<file path="src/rtl/mem_arbiter_pkg.sv">
// Shared types and default widths for the fetch/LSU memory arbiter.
package mem_arbiter_pkg;

    localparam int unsigned DEF_ADDR_W      = 32;
    localparam int unsigned DEF_DATA_W      = 32;
    localparam int unsigned DEF_TIMEOUT_CYC = 255;

    typedef enum logic [1:0] {
        IDLE   = 2'd0,
        ACCESS = 2'd1,
        RESP   = 2'd2
    } arb_state_e;

    typedef enum logic {
        OWN_IF = 1'b0,
        OWN_LS = 1'b1
    } owner_e;

    // Watchdog counter width: enough to hold TIMEOUT_CYC, never less than one bit.
    function automatic int unsigned wd_width(input int unsigned timeout_cyc);
        int unsigned w;
        w = $clog2(timeout_cyc + 1);
        return (w < 1) ? 1 : w;
    endfunction

endpackage

</file>
<file path="src/rtl/mem_arbiter_if.sv">
// Requester and memory-side signals of the arbiter, grouped as one bus.
interface mem_arbiter_if
    import mem_arbiter_pkg::*;
#(
    parameter int unsigned ADDR_W = DEF_ADDR_W,
    parameter int unsigned DATA_W = DEF_DATA_W
);
    // Instruction fetch requester
    logic                  if_req;
    logic [ADDR_W-1:0]     if_addr;
    logic                  if_gnt;
    logic                  if_rvalid;
    logic [DATA_W-1:0]     if_rdata;
    logic                  if_err;

    // Load/store requester
    logic                  ls_req;
    logic                  ls_we;
    logic [DATA_W/8-1:0]   ls_be;
    logic [ADDR_W-1:0]     ls_addr;
    logic [DATA_W-1:0]     ls_wdata;
    logic                  ls_gnt;
    logic                  ls_rvalid;
    logic [DATA_W-1:0]     ls_rdata;
    logic                  ls_err;

    // Shared memory port
    logic                  mem_req;
    logic                  mem_we;
    logic [DATA_W/8-1:0]   mem_be;
    logic [ADDR_W-1:0]     mem_addr;
    logic [DATA_W-1:0]     mem_wdata;
    logic                  mem_ack;
    logic [DATA_W-1:0]     mem_rdata;

    // Arbiter view
    modport slave (
        input  if_req, if_addr,
        output if_gnt, if_rvalid, if_rdata, if_err,
        input  ls_req, ls_we, ls_be, ls_addr, ls_wdata,
        output ls_gnt, ls_rvalid, ls_rdata, ls_err,
        output mem_req, mem_we, mem_be, mem_addr, mem_wdata,
        input  mem_ack, mem_rdata
    );

    // Requesters plus memory view
    modport master (
        output if_req, if_addr,
        input  if_gnt, if_rvalid, if_rdata, if_err,
        output ls_req, ls_we, ls_be, ls_addr, ls_wdata,
        input  ls_gnt, ls_rvalid, ls_rdata, ls_err,
        input  mem_req, mem_we, mem_be, mem_addr, mem_wdata,
        output mem_ack, mem_rdata
    );

endinterface

</file>
<file path="src/rtl/mem_arbiter_rr_arb2.sv">
// Two-way round-robin picker: on a tie the requester that did not win last time gets it.
module rr_arb2
    import mem_arbiter_pkg::*;
(
    input  logic [1:0] req,        // [0] = fetch, [1] = LSU
    input  owner_e     last_owner,
    output logic [1:0] grant,      // one-hot, zero when nobody requests
    output owner_e     owner
);

    // Pick a winner from the current requests and the previous owner.
    always_comb begin
        grant = '0;
        owner = OWN_IF;
        unique case (req)
            2'b01: begin
                grant = 2'b01;
                owner = OWN_IF;
            end
            2'b10: begin
                grant = 2'b10;
                owner = OWN_LS;
            end
            2'b11: begin
                if (last_owner == OWN_LS) begin
                    grant = 2'b01;
                    owner = OWN_IF;
                end else begin
                    grant = 2'b10;
                    owner = OWN_LS;
                end
            end
            default: begin
                grant = '0;
                owner = OWN_IF;
            end
        endcase
    end

endmodule

</file>
<file path="src/rtl/mem_arbiter.sv">
// Shares one variable-latency memory port between instruction fetch and the LSU.
// Round-robin grant in IDLE, one memory access in ACCESS, one response pulse in RESP.
// A watchdog aborts accesses that sit in ACCESS for TIMEOUT_CYC cycles.
module mem_arbiter
    import mem_arbiter_pkg::*;
#(
    parameter int unsigned ADDR_W      = DEF_ADDR_W,
    parameter int unsigned DATA_W      = DEF_DATA_W,
    parameter int unsigned TIMEOUT_CYC = DEF_TIMEOUT_CYC
) (
    input  logic          clk,
    input  logic          rst_n,
    mem_arbiter_if.slave  bus
);

    localparam int unsigned BE_W = DATA_W / 8;
    localparam int unsigned WD_W = wd_width(TIMEOUT_CYC);
    localparam logic [WD_W-1:0] WD_LAST = (TIMEOUT_CYC == 0) ? '0 : WD_W'(TIMEOUT_CYC - 1);

    arb_state_e          state;
    owner_e              last_owner;
    owner_e              owner_q;
    owner_e              pick_owner;
    logic [1:0]          pick_grant;
    logic                any_gnt;

    logic [ADDR_W-1:0]   addr_q;
    logic                we_q;
    logic [BE_W-1:0]     be_q;
    logic [DATA_W-1:0]   wdata_q;
    logic                mem_req_q;

    logic                if_rvalid_q;
    logic                if_err_q;
    logic [DATA_W-1:0]   if_rdata_q;
    logic                ls_rvalid_q;
    logic                ls_err_q;
    logic [DATA_W-1:0]   ls_rdata_q;

    logic [WD_W-1:0]     wd_cnt;
    logic                wd_expired;

    rr_arb2 u_rr_arb2 (
        .req        ({bus.ls_req, bus.if_req}),
        .last_owner (last_owner),
        .grant      (pick_grant),
        .owner      (pick_owner)
    );

    // Grants are only offered while idle; the picker guarantees one-hot.
    assign any_gnt    = (state == IDLE) && (pick_grant != 2'b00);
    assign bus.if_gnt = (state == IDLE) && pick_grant[0];
    assign bus.ls_gnt = (state == IDLE) && pick_grant[1];

    assign wd_expired = (TIMEOUT_CYC != 0) && (wd_cnt == WD_LAST);

    assign bus.mem_req   = mem_req_q;
    assign bus.mem_we    = we_q;
    assign bus.mem_be    = be_q;
    assign bus.mem_addr  = addr_q;
    assign bus.mem_wdata = wdata_q;

    assign bus.if_rvalid = if_rvalid_q;
    assign bus.if_err    = if_err_q;
    assign bus.if_rdata  = if_rdata_q;
    assign bus.ls_rvalid = ls_rvalid_q;
    assign bus.ls_err    = ls_err_q;
    assign bus.ls_rdata  = ls_rdata_q;

    // Access sequencer: latches the winner's payload, runs the memory access and watchdog, returns the response.
    always_ff @(posedge clk or negedge rst_n) begin
        if (!rst_n) begin
            state       <= IDLE;
            last_owner  <= OWN_LS;
            owner_q     <= OWN_IF;
            addr_q      <= '0;
            we_q        <= 1'b0;
            be_q        <= '0;
            wdata_q     <= '0;
            mem_req_q   <= 1'b0;
            if_rvalid_q <= 1'b0;
            if_err_q    <= 1'b0;
            if_rdata_q  <= '0;
            ls_rvalid_q <= 1'b0;
            ls_err_q    <= 1'b0;
            ls_rdata_q  <= '0;
            wd_cnt      <= '0;
        end else begin
            unique case (state)
                IDLE: begin
                    if (any_gnt) begin
                        owner_q    <= pick_owner;
                        last_owner <= pick_owner;
                        mem_req_q  <= 1'b1;
                        wd_cnt     <= '0;
                        state      <= ACCESS;
                        if (pick_owner == OWN_LS) begin
                            addr_q  <= bus.ls_addr;
                            we_q    <= bus.ls_we;
                            be_q    <= bus.ls_be;
                            wdata_q <= bus.ls_wdata;
                        end else begin
                            // Fetch is a full-word read; write data is left as it was.
                            addr_q  <= bus.if_addr;
                            we_q    <= 1'b0;
                            be_q    <= '1;
                        end
                    end
                end
                ACCESS: begin
                    wd_cnt <= wd_cnt + WD_W'(1);
                    // An ack in the watchdog's last cycle still completes normally.
                    if (bus.mem_ack || wd_expired) begin
                        mem_req_q <= 1'b0;
                        state     <= RESP;
                        if (owner_q == OWN_IF) begin
                            if_rvalid_q <= 1'b1;
                            if_err_q    <= !bus.mem_ack;
                            if_rdata_q  <= bus.mem_ack ? bus.mem_rdata : '0;
                        end else begin
                            ls_rvalid_q <= 1'b1;
                            ls_err_q    <= !bus.mem_ack;
                            ls_rdata_q  <= bus.mem_ack ? bus.mem_rdata : '0;
                        end
                    end
                end
                RESP: begin
                    if_rvalid_q <= 1'b0;
                    if_err_q    <= 1'b0;
                    ls_rvalid_q <= 1'b0;
                    ls_err_q    <= 1'b0;
                    wd_cnt      <= '0;
                    state       <= IDLE;
                end
                default: begin
                    state <= IDLE;
                end
            endcase
        end
    end

endmodule

</file>
<file path="src/flat_wrapper.sv">
// flat-port wrapper written by rule: the top's interface ports become plain ports
module mem_arbiter_flat import mem_arbiter_pkg::*;
#(
    parameter int unsigned ADDR_W      = DEF_ADDR_W,
    parameter int unsigned DATA_W      = DEF_DATA_W,
    parameter int unsigned TIMEOUT_CYC = DEF_TIMEOUT_CYC
)
  (clk, rst_n, bus_if_req, bus_if_addr, bus_if_gnt, bus_if_rvalid, bus_if_rdata, bus_if_err, bus_ls_req, bus_ls_we, bus_ls_be, bus_ls_addr, bus_ls_wdata, bus_ls_gnt, bus_ls_rvalid, bus_ls_rdata, bus_ls_err, bus_mem_req, bus_mem_we, bus_mem_be, bus_mem_addr, bus_mem_wdata, bus_mem_ack, bus_mem_rdata);
  mem_arbiter_if #(.ADDR_W(ADDR_W), .DATA_W(DATA_W)) bus_i ();
  input  logic clk;
  input  logic rst_n;
  input wire logic [$bits(bus_i.if_req)-1:0] bus_if_req;
  input wire logic [$bits(bus_i.if_addr)-1:0] bus_if_addr;
  output wire logic [$bits(bus_i.if_gnt)-1:0] bus_if_gnt;
  output wire logic [$bits(bus_i.if_rvalid)-1:0] bus_if_rvalid;
  output wire logic [$bits(bus_i.if_rdata)-1:0] bus_if_rdata;
  output wire logic [$bits(bus_i.if_err)-1:0] bus_if_err;
  input wire logic [$bits(bus_i.ls_req)-1:0] bus_ls_req;
  input wire logic [$bits(bus_i.ls_we)-1:0] bus_ls_we;
  input wire logic [$bits(bus_i.ls_be)-1:0] bus_ls_be;
  input wire logic [$bits(bus_i.ls_addr)-1:0] bus_ls_addr;
  input wire logic [$bits(bus_i.ls_wdata)-1:0] bus_ls_wdata;
  output wire logic [$bits(bus_i.ls_gnt)-1:0] bus_ls_gnt;
  output wire logic [$bits(bus_i.ls_rvalid)-1:0] bus_ls_rvalid;
  output wire logic [$bits(bus_i.ls_rdata)-1:0] bus_ls_rdata;
  output wire logic [$bits(bus_i.ls_err)-1:0] bus_ls_err;
  output wire logic [$bits(bus_i.mem_req)-1:0] bus_mem_req;
  output wire logic [$bits(bus_i.mem_we)-1:0] bus_mem_we;
  output wire logic [$bits(bus_i.mem_be)-1:0] bus_mem_be;
  output wire logic [$bits(bus_i.mem_addr)-1:0] bus_mem_addr;
  output wire logic [$bits(bus_i.mem_wdata)-1:0] bus_mem_wdata;
  input wire logic [$bits(bus_i.mem_ack)-1:0] bus_mem_ack;
  input wire logic [$bits(bus_i.mem_rdata)-1:0] bus_mem_rdata;
  assign bus_i.if_req = bus_if_req;
  assign bus_i.if_addr = bus_if_addr;
  assign bus_if_gnt = bus_i.if_gnt;
  assign bus_if_rvalid = bus_i.if_rvalid;
  assign bus_if_rdata = bus_i.if_rdata;
  assign bus_if_err = bus_i.if_err;
  assign bus_i.ls_req = bus_ls_req;
  assign bus_i.ls_we = bus_ls_we;
  assign bus_i.ls_be = bus_ls_be;
  assign bus_i.ls_addr = bus_ls_addr;
  assign bus_i.ls_wdata = bus_ls_wdata;
  assign bus_ls_gnt = bus_i.ls_gnt;
  assign bus_ls_rvalid = bus_i.ls_rvalid;
  assign bus_ls_rdata = bus_i.ls_rdata;
  assign bus_ls_err = bus_i.ls_err;
  assign bus_mem_req = bus_i.mem_req;
  assign bus_mem_we = bus_i.mem_we;
  assign bus_mem_be = bus_i.mem_be;
  assign bus_mem_addr = bus_i.mem_addr;
  assign bus_mem_wdata = bus_i.mem_wdata;
  assign bus_i.mem_ack = bus_mem_ack;
  assign bus_i.mem_rdata = bus_mem_rdata;
  mem_arbiter #(.ADDR_W(ADDR_W), .DATA_W(DATA_W), .TIMEOUT_CYC(TIMEOUT_CYC)) u_core (.clk(clk), .rst_n(rst_n), .bus(bus_i));
endmodule
</file>
<file path="config.mk">
export PLATFORM = sky130hd
export DESIGN_NAME = mem_arbiter_flat
export DESIGN_NICKNAME = d
export VERILOG_FILES = /design/src/rtl/mem_arbiter_pkg.sv /design/src/rtl/mem_arbiter_if.sv /design/src/rtl/mem_arbiter_rr_arb2.sv /design/src/rtl/mem_arbiter.sv /design/src/flat_wrapper.sv
export SDC_FILE = /design/constraint.sdc
export NUM_CORES = 1
export LEC_CHECK = 0
export BUFFER_PORTS_ARGS = -buffer_cell sky130_fd_sc_hd__clkbuf_2
export CORE_ASPECT_RATIO = 1.4
export CORE_UTILIZATION = 42
export CTS_CLUSTER_DIAMETER = 200
export DETAILED_ROUTE_END_ITERATION = 6
export PLACE_DENSITY = 0.74
export SETUP_SLACK_MARGIN = 0.02
export SLEW_MARGIN = 0
export SYNTH_ARGS = -nofsm -noshare
export SYNTH_HDL_FRONTEND = slang
export SYNTH_SLANG_ARGS = --single-unit
</file>
<file path="constraint.sdc">
create_clock -name clk -period 1.6 [get_ports clk]
set_input_delay 0.24 -clock clk [delete_from_list [all_inputs] [get_ports clk]]
set_output_delay 0.24 -clock clk [all_outputs]
set_load 0.02 [all_outputs]
</file>
==> insert_results.sql <==
INSERT INTO impl_metrics (metric_group, metric, value, unit) VALUES
('logic_synthesis', 'synth_most_common_cell', 'sky130_fd_sc_hd__dfrtp_1', ''),
('worst_setup_path', 'cp-start-kind', 'flop', ''),
('timing', 'min_period', '1.66', 'ns'),
('clock_network', 'cts_htree_levels', '4', ''),
('worst_setup_path', 'timing.critical_path.to_type', 'flop', ''),
('timing', 'fin_crit_sh', '104', '%'),
('logic_synthesis', 'synth_area_leaders', 'sky130_fd_sc_hd__dfrtp_1, sky130_fd_sc_hd__mux2_2, sky130_fd_sc_hd__a22oi_1, sky130_fd_sc_hd__mux2_1, sky130_fd_sc_hd__inv_1', ''),
('worst_setup_path', 'worstSetupStartpoint', 'u_core.last_owner', ''),
('logic_synthesis', 'postSynthAreaPerCell', '12.1', 'um^2'),
('hold_path', 'holdCritStartpoint', 'bus_ls_wdata[2]', ''),
('timing', 'finalWorstSetupSlack', '-0.0610', 'ns'),
('timing', 'timing.clock.skew', '0.0170', 'ns'),
('worst_setup_path', 'cp_data_required_time', '1.89', 'ns'),
('hold_path', 'hp-class', 'in -> reg', ''),
('worst_setup_path', 'regToRegStartpoint', 'u_core.last_owner', ''),
('timing', 'timing.final.setup_violations', '34', ''),
('grt', 'antenna_found_initial', '0', ''),
('grt', 'grt_pass1_vias', '5359', ''),
('logic_synthesis', 'mappedNetlistNets', '689', ''),
('timing', 'hold_slack', '0.0596', 'ns'),
('layout', 'final_core_utilization', '60.0', '%'),
('grt', 'global_route.usage.total', '21.8', '%'),
('routing', 'final_routed_drc_violation_total', '0', ''),
('status', 'failed_checks', 'setup timing', ''),
('logic_synthesis', 'ys_async_sr_fraction', '100', '%'),
('logic_synthesis', 'synth_area', '0.00665', 'mm^2'),
('floorplanning', 'fp.dieArea', '0.0163', 'mm^2'),
('layout', 'layout_cells_sized_above_1', '51.4', '%'),
('place', 'detailedPlacementHpwl', '12.5', 'mm'),
('layout', 'postLayoutCellArea', '0.00933', 'mm^2'),
('timing', 'final-max-slew-violation-count', '0', ''),
('logic_synthesis', 'post_synth_most_frequent_cells', 'sky130_fd_sc_hd__dfrtp_1, sky130_fd_sc_hd__inv_1, sky130_fd_sc_hd__mux2_2, sky130_fd_sc_hd__a22oi_1, sky130_fd_sc_hd__o21ai_0', ''),
('routing', 'route.vias.total', '5453', ''),
('status', 'outcome', 'finished, violations left', ''),
('layout', 'fin_nets', '997', ''),
('routing', 'antenna_violating_nets_post_route', '0', ''),
('worst_setup_path', 'cp_cell_sequence', 'a21boi_4 -> buf_4 -> clkbuf_16 -> mux2_1 -> mux2_2', ''),
('clock_network', 'ctsRootBufferMaster', 'sky130_fd_sc_hd__clkbuf_16', ''),
('logic_synthesis', 'sequential_cell_area_fraction_in_the_yosys_report', '56.5', '%'),
('power_and_ir_drop', 'leakage', '4.74', 'nW'),
('grt', 'grt_max_degree', '45', ''),
('layout', 'syn_to_final_growth', '40.3', '%'),
('logic_synthesis', 'yosysTopAreaCell', 'sky130_fd_sc_hd__dfrtp_1', ''),
('layout', 'num_antenna_cells', '0', ''),
('place', 'dpl-instance-area', '0.00846', 'mm^2'),
('worst_setup_path', 'cp_data_arrival_time', '1.95', 'ns'),
('worst_setup_path', 'cp_num_buf_inv', '2', ''),
('clock_network', 'cts.sinks', '150', ''),
('logic_synthesis', 'synth_enable_flop_cells', '0', ''),
('logic_synthesis', 'postSynthCellCount', '549', ''),
('place', 'gpl.final_weighted_congestion', '0.798', ''),
('grt', 'grt_pass1_wl', '27.2', 'mm'),
('power_and_ir_drop', 'power_density', '2110', 'mW/mm^2'),
('clock_network', 'cts_made_buffers', '17', ''),
('worst_setup_path', 'cp_slowest_stage_delay', '0.57', 'ns'),
('floorplanning', 'io_pins', '278', ''),
('logic_synthesis', 'yosysUniqueCellTypes', '47', ''),
('floorplanning', 'initial_utilization', '42.8', '%'),
('worst_setup_path', 'worst_path_max_delay_cell', 'sky130_fd_sc_hd__dfstp_2', ''),
('logic_synthesis', 'synth-main-ff-cell', 'sky130_fd_sc_hd__dfrtp_1', ''),
('routing', 'drt_first_pass_iters', '5', ''),
('power_and_ir_drop', 'max-vdd-ir-drop', '1140', 'uV'),
('floorplanning', 'die_w', '108', 'um'),
('clock_network', 'post_cts_clock_slew_at_the_launch_and_capture_registers_of_the_worst_setup_and_hold_paths', '0.06', 'ns'),
('floorplanning', 'dieHeight', '151', 'um'),
('worst_setup_path', 'crit_family', 'multiplexers', ''),
('logic_synthesis', 'synth.ff_latch_count', '150', ''),
('timing', 'max_freq', '602', 'MHz'),
('floorplanning', 'placeableCoreArea', '0.0155', 'mm^2'),
('worst_setup_path', 'worst-setup-path-type', 'reg -> reg', ''),
('timing', 'final-hold-violation-count', '0', '');
-- where the power goes --
| group | switching, mW | leakage [nW] | internal (mW) | total [mW] |
|---|---|---|---|---|
| clock | 1.64 | 0.269 | 2.16 | 3.81 |
| combinational | 5.16 | 2.81 | 3.98 | 9.14 |
| sequential | 1.19 | 1.66 | 5.55 | 6.74 |
| total | 7.99 | 4.74 | 11.7 | 19.7 |
-- logic make-up (layout without fill, tap and decap cells) --
group	Yosys count	count (layout)	synth area share, %
flip-flops	150	150	56.5
adder cells (fa/ha/maj)	2	2	0.376
buffers and inverters	104	425	7.41
AO/OA/AOI/OAI	163	163	16.5
AND/OR/NAND/NOR	34	34	2.99
multiplexers	96	96	16.3
-- state kept, by name, summed over array words and instances (netlist names), 2 cells and up --
name and count:
u_core.bus.ls_rdata 32, u_core.bus.mem_wdata 32, u_core.bus.mem_be 4, u_core.state 2, u_core.wd_cnt 8, u_core.bus.if_rdata 32, u_core.bus.mem_addr 32
-- cell type report --
type                       instances  area (um^2)
fill                            1293         6210
clock inverter                    13          121
clock buffer                      19          433
inverter                          69          262
sequential                       150         3760
timing repair buffer             324         2040
multi-input combinational        295         2470
tap                              196          245
-- routing by layer --
metal  vias up  track usage, %  wire length (um)
met1      2650            24.0              6960
li1       2569               -                 -
met4         0            8.78               374
met3        22            5.77              1210
met2       212            39.4             10200
met5         -               0                 0
-- path summary, 6_finish.rpt --
kind | endpoint | slack [ns] | depth (start not counted)
min reg2reg | u_core.bus.if_rvalid | 0.48 | 2
min | u_core.bus.mem_wdata[2] | 0.06 | 2
max in group asynchronous | u_core.bus.if_rdata[8] | 0.71 | 3
min in group asynchronous | u_core.wd_cnt[3] | 0.31 | 2
max | u_core.bus.mem_addr[13] | -0.06 | 5
max reg2reg | u_core.bus.mem_addr[13] | -0.06 | 5
-- through the flow --
step	TNS (ns)	setup WS [ns]	std cells
4_1_cts	-0.882	-0.0717	1056
3_5_place_dp	0	0.0466	1018
5_1_grt	-2.81	-0.110	1066
2_1_floorplan	0	0.0328	549
3_3_place_gp	0	0.0871	1018
6_report	-1.16	-0.0610	1066
-- placed cells by master (no fill, tap or decap), drive strengths merged, types with 2 or more instances in the layout --
cell	n
nand3	6
a41oi	2
nand2b	2
nand2	9
mux2	96
a21o	2
or4	2
a31oi	2
dfrtp	149
nor2	3
o22a	4
o221a	2
clkinv	5
clkinvlp	2
inv	74
a22oi	64
o211ai	2
clkbuf	300
o21ai	77
buf	42
nor3	2
ha	2
o21a	2
-- worst reg2reg max path, cell delays in order (launching register included) --
cell and delay (ns):
sky130_fd_sc_hd__dfstp_2 0.57, sky130_fd_sc_hd__a21boi_4 0.07, sky130_fd_sc_hd__buf_4 0.17, sky130_fd_sc_hd__clkbuf_16 0.17
sky130_fd_sc_hd__mux2_1 0.31, sky130_fd_sc_hd__mux2_2 0.26
-- timing repair --
| item | 4_1_cts | 5_1_grt |
|---|---|---|
| hold buffers | 1 | 0 |
| setup endpoints to repair | 2 | 80 |
| setup buffers | 5 | 2 |
| gates cloned | 0 | 8 |
| pin swaps | 3 | 3 |
| endpoints found under the hold margin | 31 | 0 |
| resized for setup | 9 | 18 |
Power figures use the tool's default switching activity.
